`src/rtl/sisc_fetch_if.sv`:
```
// sisc_fetch_if: instruction-memory read channel between the fetch stage and
// instruction memory.
//   imem_req  : fetch -> memory, read request
//   imem_addr : fetch -> memory, word address
//   imem_ack  : memory -> fetch, read data valid (may coincide with imem_req)
//   imem_data : memory -> fetch, read data
// modport master is the fetch side, modport slave is the memory side.
interface sisc_fetch_if #(
  parameter int PC_W    = 16,
  parameter int INSTR_W = 32
);
  logic               imem_req;
  logic [PC_W-1:0]    imem_addr;
  logic               imem_ack;
  logic [INSTR_W-1:0] imem_data;

  modport master (
    output imem_req,
    output imem_addr,
    input  imem_ack,
    input  imem_data
  );

  modport slave (
    input  imem_req,
    input  imem_addr,
    output imem_ack,
    output imem_data
  );
endinterface

```
`src/rtl/sisc_fetch.sv`:
```
// sisc_fetch: instruction-fetch stage feeding the SISC datapath.
// Holds the PC, reads one word at a time from instruction memory, keeps one
// prefetched word in a buffer and moves it into ir when the controller asks.
// A branch redirect flushes the buffer and restarts fetch at the target.
// Ports:
//   clk      : clock, rising edge
//   rst_f    : asynchronous active-low reset
//   ir_load  : controller request to move the buffered word into ir
//   br_taken : one-cycle branch redirect
//   br_addr  : branch target word address
//   imem     : instruction memory channel (master side)
//   ir       : instruction register
//   ir_pc    : word address of the instruction in ir
//   ir_valid : ir holds a fetched instruction
//   stall    : buffer empty, an ir_load this cycle is ignored
module sisc_fetch #(
  parameter int              PC_W     = 16,
  parameter int              INSTR_W  = 32,
  parameter logic [PC_W-1:0] RESET_PC = '0
) (
  input  logic               clk,
  input  logic               rst_f,
  input  logic               ir_load,
  input  logic               br_taken,
  input  logic [PC_W-1:0]    br_addr,
  sisc_fetch_if.master       imem,
  output logic [INSTR_W-1:0] ir,
  output logic [PC_W-1:0]    ir_pc,
  output logic               ir_valid,
  output logic               stall
);

  typedef enum logic [1:0] {
    ST_IDLE  = 2'd0,
    ST_FETCH = 2'd1,
    ST_FULL  = 2'd2
  } state_t;

  state_t             state_r;
  state_t             state_nxt_s;
  logic [PC_W-1:0]    pc_r;
  logic [INSTR_W-1:0] buf_r;
  logic [PC_W-1:0]    buf_pc_r;
  logic               buf_valid_r;
  logic [INSTR_W-1:0] ir_r;
  logic [PC_W-1:0]    ir_pc_r;
  logic               ir_valid_r;
  logic               redirect_s;
  logic               capture_s;
  logic               load_s;
  logic               req_s;

  // State register.
  always_ff @(posedge clk or negedge rst_f) begin
    if (!rst_f) begin
      state_r <= ST_IDLE;
    end else begin
      state_r <= state_nxt_s;
    end
  end

  // Next state and per-cycle event decode; a redirect outranks both a
  // same-cycle ack and a same-cycle ir_load.
  always_comb begin
    state_nxt_s = state_r;
    redirect_s  = 1'b0;
    capture_s   = 1'b0;
    load_s      = 1'b0;
    case (state_r)
      ST_IDLE: begin
        state_nxt_s = ST_FETCH;
      end
      ST_FETCH: begin
        if (br_taken) begin
          redirect_s  = 1'b1;
          state_nxt_s = ST_FETCH;
        end else if (imem.imem_ack) begin
          capture_s   = 1'b1;
          state_nxt_s = ST_FULL;
        end else begin
          state_nxt_s = ST_FETCH;
        end
      end
      ST_FULL: begin
        if (br_taken) begin
          redirect_s  = 1'b1;
          state_nxt_s = ST_FETCH;
        end else if (ir_load) begin
          load_s      = 1'b1;
          state_nxt_s = ST_FETCH;
        end else begin
          state_nxt_s = ST_FULL;
        end
      end
      default: begin
        // Unreachable encoding: restart cleanly through IDLE.
        state_nxt_s = ST_IDLE;
      end
    endcase
  end

  // Output decode: a request is outstanding only while fetching.
  always_comb begin
    req_s = 1'b0;
    case (state_r)
      ST_FETCH: req_s = 1'b1;
      ST_IDLE:  req_s = 1'b0;
      ST_FULL:  req_s = 1'b0;
      default:  req_s = 1'b0;
    endcase
  end

  // PC, prefetch buffer and instruction register updates.
  always_ff @(posedge clk or negedge rst_f) begin
    if (!rst_f) begin
      pc_r        <= RESET_PC;
      buf_r       <= '0;
      buf_pc_r    <= '0;
      buf_valid_r <= 1'b0;
      ir_r        <= '0;
      ir_pc_r     <= '0;
      ir_valid_r  <= 1'b0;
    end else if (redirect_s) begin
      pc_r        <= br_addr;
      buf_valid_r <= 1'b0;
    end else if (capture_s) begin
      buf_r       <= imem.imem_data;
      buf_pc_r    <= pc_r;
      buf_valid_r <= 1'b1;
      // Wraps modulo 2^PC_W.
      pc_r        <= pc_r + {{(PC_W-1){1'b0}}, 1'b1};
    end else if (load_s) begin
      ir_r        <= buf_r;
      ir_pc_r     <= buf_pc_r;
      ir_valid_r  <= 1'b1;
      buf_valid_r <= 1'b0;
    end else begin
      buf_valid_r <= buf_valid_r;
    end
  end

  assign imem.imem_req  = req_s;
  assign imem.imem_addr = pc_r;
  assign ir             = ir_r;
  assign ir_pc          = ir_pc_r;
  assign ir_valid       = ir_valid_r;
  assign stall          = ~buf_valid_r;

endmodule

```
`src/flat_wrapper.sv`:
```
// flat-port wrapper written by rule: the top's interface ports become plain ports
module sisc_fetch_flat 
#(
  parameter int              PC_W     = 16,
  parameter int              INSTR_W  = 32,
  parameter logic [PC_W-1:0] RESET_PC = '0
)
  (clk, rst_f, ir_load, br_taken, br_addr, ir, ir_pc, ir_valid, stall, imem_imem_req, imem_imem_addr, imem_imem_ack, imem_imem_data);
  sisc_fetch_if #(.PC_W(PC_W), .INSTR_W(INSTR_W)) imem_i ();
  input  logic clk;
  input  logic rst_f;
  input  logic ir_load;
  input  logic br_taken;
  input  logic [PC_W-1:0] br_addr;
  output logic [INSTR_W-1:0] ir;
  output logic [PC_W-1:0] ir_pc;
  output logic ir_valid;
  output logic stall;
  output wire logic [$bits(imem_i.imem_req)-1:0] imem_imem_req;
  output wire logic [$bits(imem_i.imem_addr)-1:0] imem_imem_addr;
  input wire logic [$bits(imem_i.imem_ack)-1:0] imem_imem_ack;
  input wire logic [$bits(imem_i.imem_data)-1:0] imem_imem_data;
  assign imem_imem_req = imem_i.imem_req;
  assign imem_imem_addr = imem_i.imem_addr;
  assign imem_i.imem_ack = imem_imem_ack;
  assign imem_i.imem_data = imem_imem_data;
  sisc_fetch #(.PC_W(PC_W), .INSTR_W(INSTR_W), .RESET_PC(RESET_PC)) u_core (.clk(clk), .rst_f(rst_f), .ir_load(ir_load), .br_taken(br_taken), .br_addr(br_addr), .imem(imem_i), .ir(ir), .ir_pc(ir_pc), .ir_valid(ir_valid), .stall(stall));
endmodule
```
`config.mk`:
```
export PLATFORM = sky130hd
export DESIGN_NAME = sisc_fetch_flat
export DESIGN_NICKNAME = d
export VERILOG_FILES = /design/src/rtl/sisc_fetch_if.sv /design/src/rtl/sisc_fetch.sv /design/src/flat_wrapper.sv
export SDC_FILE = /design/constraint.sdc
export NUM_CORES = 1
export LEC_CHECK = 0
export BUFFER_PORTS_ARGS = -buffer_cell sky130_fd_sc_hd__buf_2
export CORE_UTILIZATION = 48
export CTS_CLUSTER_DIAMETER = 80
export DETAILED_ROUTE_END_ITERATION = 7
export PLACE_DENSITY = 0.76
export SLEW_MARGIN = 30
export SYNTH_ARGS = -nofsm -noshare
export SYNTH_HDL_FRONTEND = slang
export SYNTH_SLANG_ARGS = --single-unit
```
`constraint.sdc`:
```
create_clock -name clk -period 1.8 [get_ports clk]
set_input_delay 0.36 -clock clk [delete_from_list [all_inputs] [get_ports clk]]
set_output_delay 0.36 -clock clk [all_outputs]
set_load 0.02 [all_outputs]
```
==> impl_metrics.yaml <==
sta:
  period_share: 0.9823
  hold_viol: 0
  skew_ns: 0.009006
  finalCriticalPeriod_ns: 1.768
  setup_ws_ns: 0.03184
  max_freq_ghz: 0.5656
  drv_slew: 0
  max_slew.worst_pin.slew_ns: 0.3468
  relSlewSlack: 0.7667
  setup_tns_ns: 0
  timing.hold.ws_ns: 0.05965
  setup_viol: 0
  rsz0062_at_grt: "yes"
critical_path:
  setup.worst_path.end_class: "flop"
  crit_required_ns: 2.17
  worstSetupPathType: "reg2reg"
  critPathArrivalTime_ns: 2.14
  cp_max_fo: 36
  reg2regPathDepth: 5
  start_kind: "flop"
clock_network:
  cts_made_buffers: 17
  cts_buffer_depth: 2
  clockRootBuffer: "clkbuf_8"
  cts_tree: "yes"
  clock_latency_ns: 0.49
  clk_pin_slew_ns: 0.06
  cts-htree-levels: 4
  clock-sinks: 116
finish:
  multi_input_area_um2: 1782
  drive_gt1_frac: 0.3949
  fillers: 774
  final_cells: 718
  layout.nets: 630
  mostFrequentLayoutCell: "nand2_1"
  diodes: 0
  utilization: 0.6468
  area_delta_synth_final_pct: 31.39
  final_cell_mix: "nand2_1, buf_2, dfrtp_1"
  final_cell_area_um2: 6264
  regArea_um2: 2903
routing:
  drt_iter0_markers: 158
  drc: 1
  first_pass_iters: 6
  postRouteWirelength_um: 10620
  antenna_left: 0
  vias_per_cell: 5.096
  via_count: 3659
  wl_per_cell_um: 14.79
placement:
  port-buffer-count: 119
  placed_cell_area_um2: 5620
  dp_cells: 682
  gp_congestion: 0.8738
  dp.final_hpwl_um: 6986
  pre_cts_ws_ns: -0.04518
floorplan:
  row_count: 36
  io_pins: 120
  chipWidth_um: 101.7
  die_h_um: 101.7
  die_area_um2: 10330
  core-area_um2: 9684
  start_util: 0.4922
grt:
  track_usage: 0.2210
  grt_pass1_wl_um: 17170
  grt_max_degree: 50
  grt_pass1_vias: 3548
  grt_overflow: 0
  antenna_found_initial: 0
synthesis:
  syn_area_um2: 4767
  ys_seq_area_frac: 0.6089
  ys_ff_latch: 116
  yosysUniqueCellTypes: 41
  netlist_instances: 438
  yosysWarnings: 0
  syn_avg_cell_area_um2: 10.88
  synth_nets: 496
run:
  cap_viol_max_count: 0
pwr:
  p_leak_nw: 3.295
  pwr_density_cell_nw_per_um2: 1759
  total_power_mw: 11.01
  power.ir.vdd_worst_uv: 970.3
min_path:
  min_path_cells: 3
  hold_class: "in2reg"
status:
  outcome: "finished, violations left"
  violations: "design-rule violations"
==> power breakdown <==
part / leakage (nW) / switching, mW / internal [mW]
combinational: 1.55 / 2.05 / 1.41
clock: 0.269 / 1.14 / 1.93
sequential: 1.48 / 0.763 / 3.71
total: 3.29 / 3.95 / 7.06
==> layer usage <==
| metal | GRT usage | wire length, um | vias up |
|---|---|---|---|
| li1 | - | - | 1735 |
| met1 | 0.2985 | 4872 | 1786 |
| met4 | 0.07358 | 108 | 0 |
| met2 | 0.3441 | 5159 | 125 |
| met5 | 0 | 0 | - |
| met3 | 0.06280 | 479 | 13 |
==> final cells by class <==
type	instances	area share
inverter	6	0.003596
multi-input combinational	295	0.2845
timing repair buffer	136	0.1322
clock buffer	20	0.07271
clock inverter	12	0.01698
sequential	116	0.4634
tap	133	0.02657
==> cells in the mapped netlist <==
master / count / share of area
or4_1: 1 / 0.0016
nor2_1: 8 / 0.0063
o311ai_0: 1 / 0.0018
or3b_2: 1 / 0.0018
xnor2_1: 3 / 0.0055
a221oi_1: 2 / 0.0037
inv_1: 6 / 0.0047
nand3b_1: 2 / 0.0031
buf_2: 7 / 0.0073
nand2b_1: 1 / 0.0013
mux2_2: 48 / 0.11
nand4_4: 1 / 0.0045
nor4_1: 5 / 0.0066
o31a_1: 1 / 0.0018
dfrtp_1: 116 / 0.61
xor2_1: 2 / 0.0037
nor3_1: 1 / 0.0010
buf_1: 8 / 0.0063
nor3b_1: 1 / 0.0016
a211o_1: 1 / 0.0018
nand2_1: 162 / 0.13
ha_1: 5 / 0.013
a221o_1: 2 / 0.0042
or4_4: 1 / 0.0024
and3b_1: 1 / 0.0018
a21oi_1: 4 / 0.0042
buf_4: 2 / 0.0031
o21ai_0: 12 / 0.013
or2_2: 2 / 0.0026
nand3_1: 5 / 0.0052
clkbuf_1: 4 / 0.0031
a22oi_1: 3 / 0.0047
nand4_1: 4 / 0.0052
and3_1: 2 / 0.0026
or3_2: 1 / 0.0016
o211ai_1: 1 / 0.0016
a31oi_1: 2 / 0.0026
mux2i_1: 3 / 0.0063
and4_1: 1 / 0.0018
o22ai_1: 2 / 0.0026
and2_1: 3 / 0.0039
==> sequential cells by signal, indices dropped and copies added, names as in the netlist <==
name / flops
u_core.buf_pc_r: 16
u_core.ir: 32
u_core.state_r: 2
u_core.ir_valid: 1
u_core.ir_pc: 16
u_core.buf_valid_r: 1
u_core.imem.imem_addr: 16
u_core.buf_r: 32
==> cell families (layout without fill, tap and decap cells) <==
family,Yosys count,count (layout),synth area share
multiplexers,51,51,0.1197
buffers and inverters,27,174,0.02467
flip-flops,116,116,0.6089
adder cells (fa/ha/maj),5,5,0.01312
AND/OR/NAND/NOR,203,203,0.1827
XOR/XNOR,5,5,0.009188
AO/OA/AOI/OAI,31,31,0.04173
==> critical path: stages (launching register included) <==
cell,delay (ns)
dfrtp_1,0.41
ha_2,0.23
and3b_2,0.26
nor2_4,0.14
buf_12,0.23
mux2_2,0.36
==> worst paths after layout <==
check	slack [ns]	startpoint	to
worst max-delay path	0.03	u_core.state_r[0]	u_core.ir[10]
worst min-delay path	0.06	imem_imem_data[23]	u_core.buf_r[23]
worst max register to register	0.03	u_core.state_r[0]	u_core.ir[10]
worst min register to register	0.47	u_core.buf_r[18]	u_core.buf_r[18]
max in group asynchronous	0.99	rst_f	u_core.ir[27]
min in group asynchronous	0.28	rst_f	u_core.buf_r[7]
==> timing repair <==
item,4_1_cts,5_1_grt
hold buffers,1,0
hold endpoints to repair,13,0
endpoints found under the setup margin,4,59
resized for setup,1,7
pin swaps,3,2
buffers inserted,1,1
gates cloned,1,0
Note: power is estimated with default switching activity, not from simulation.
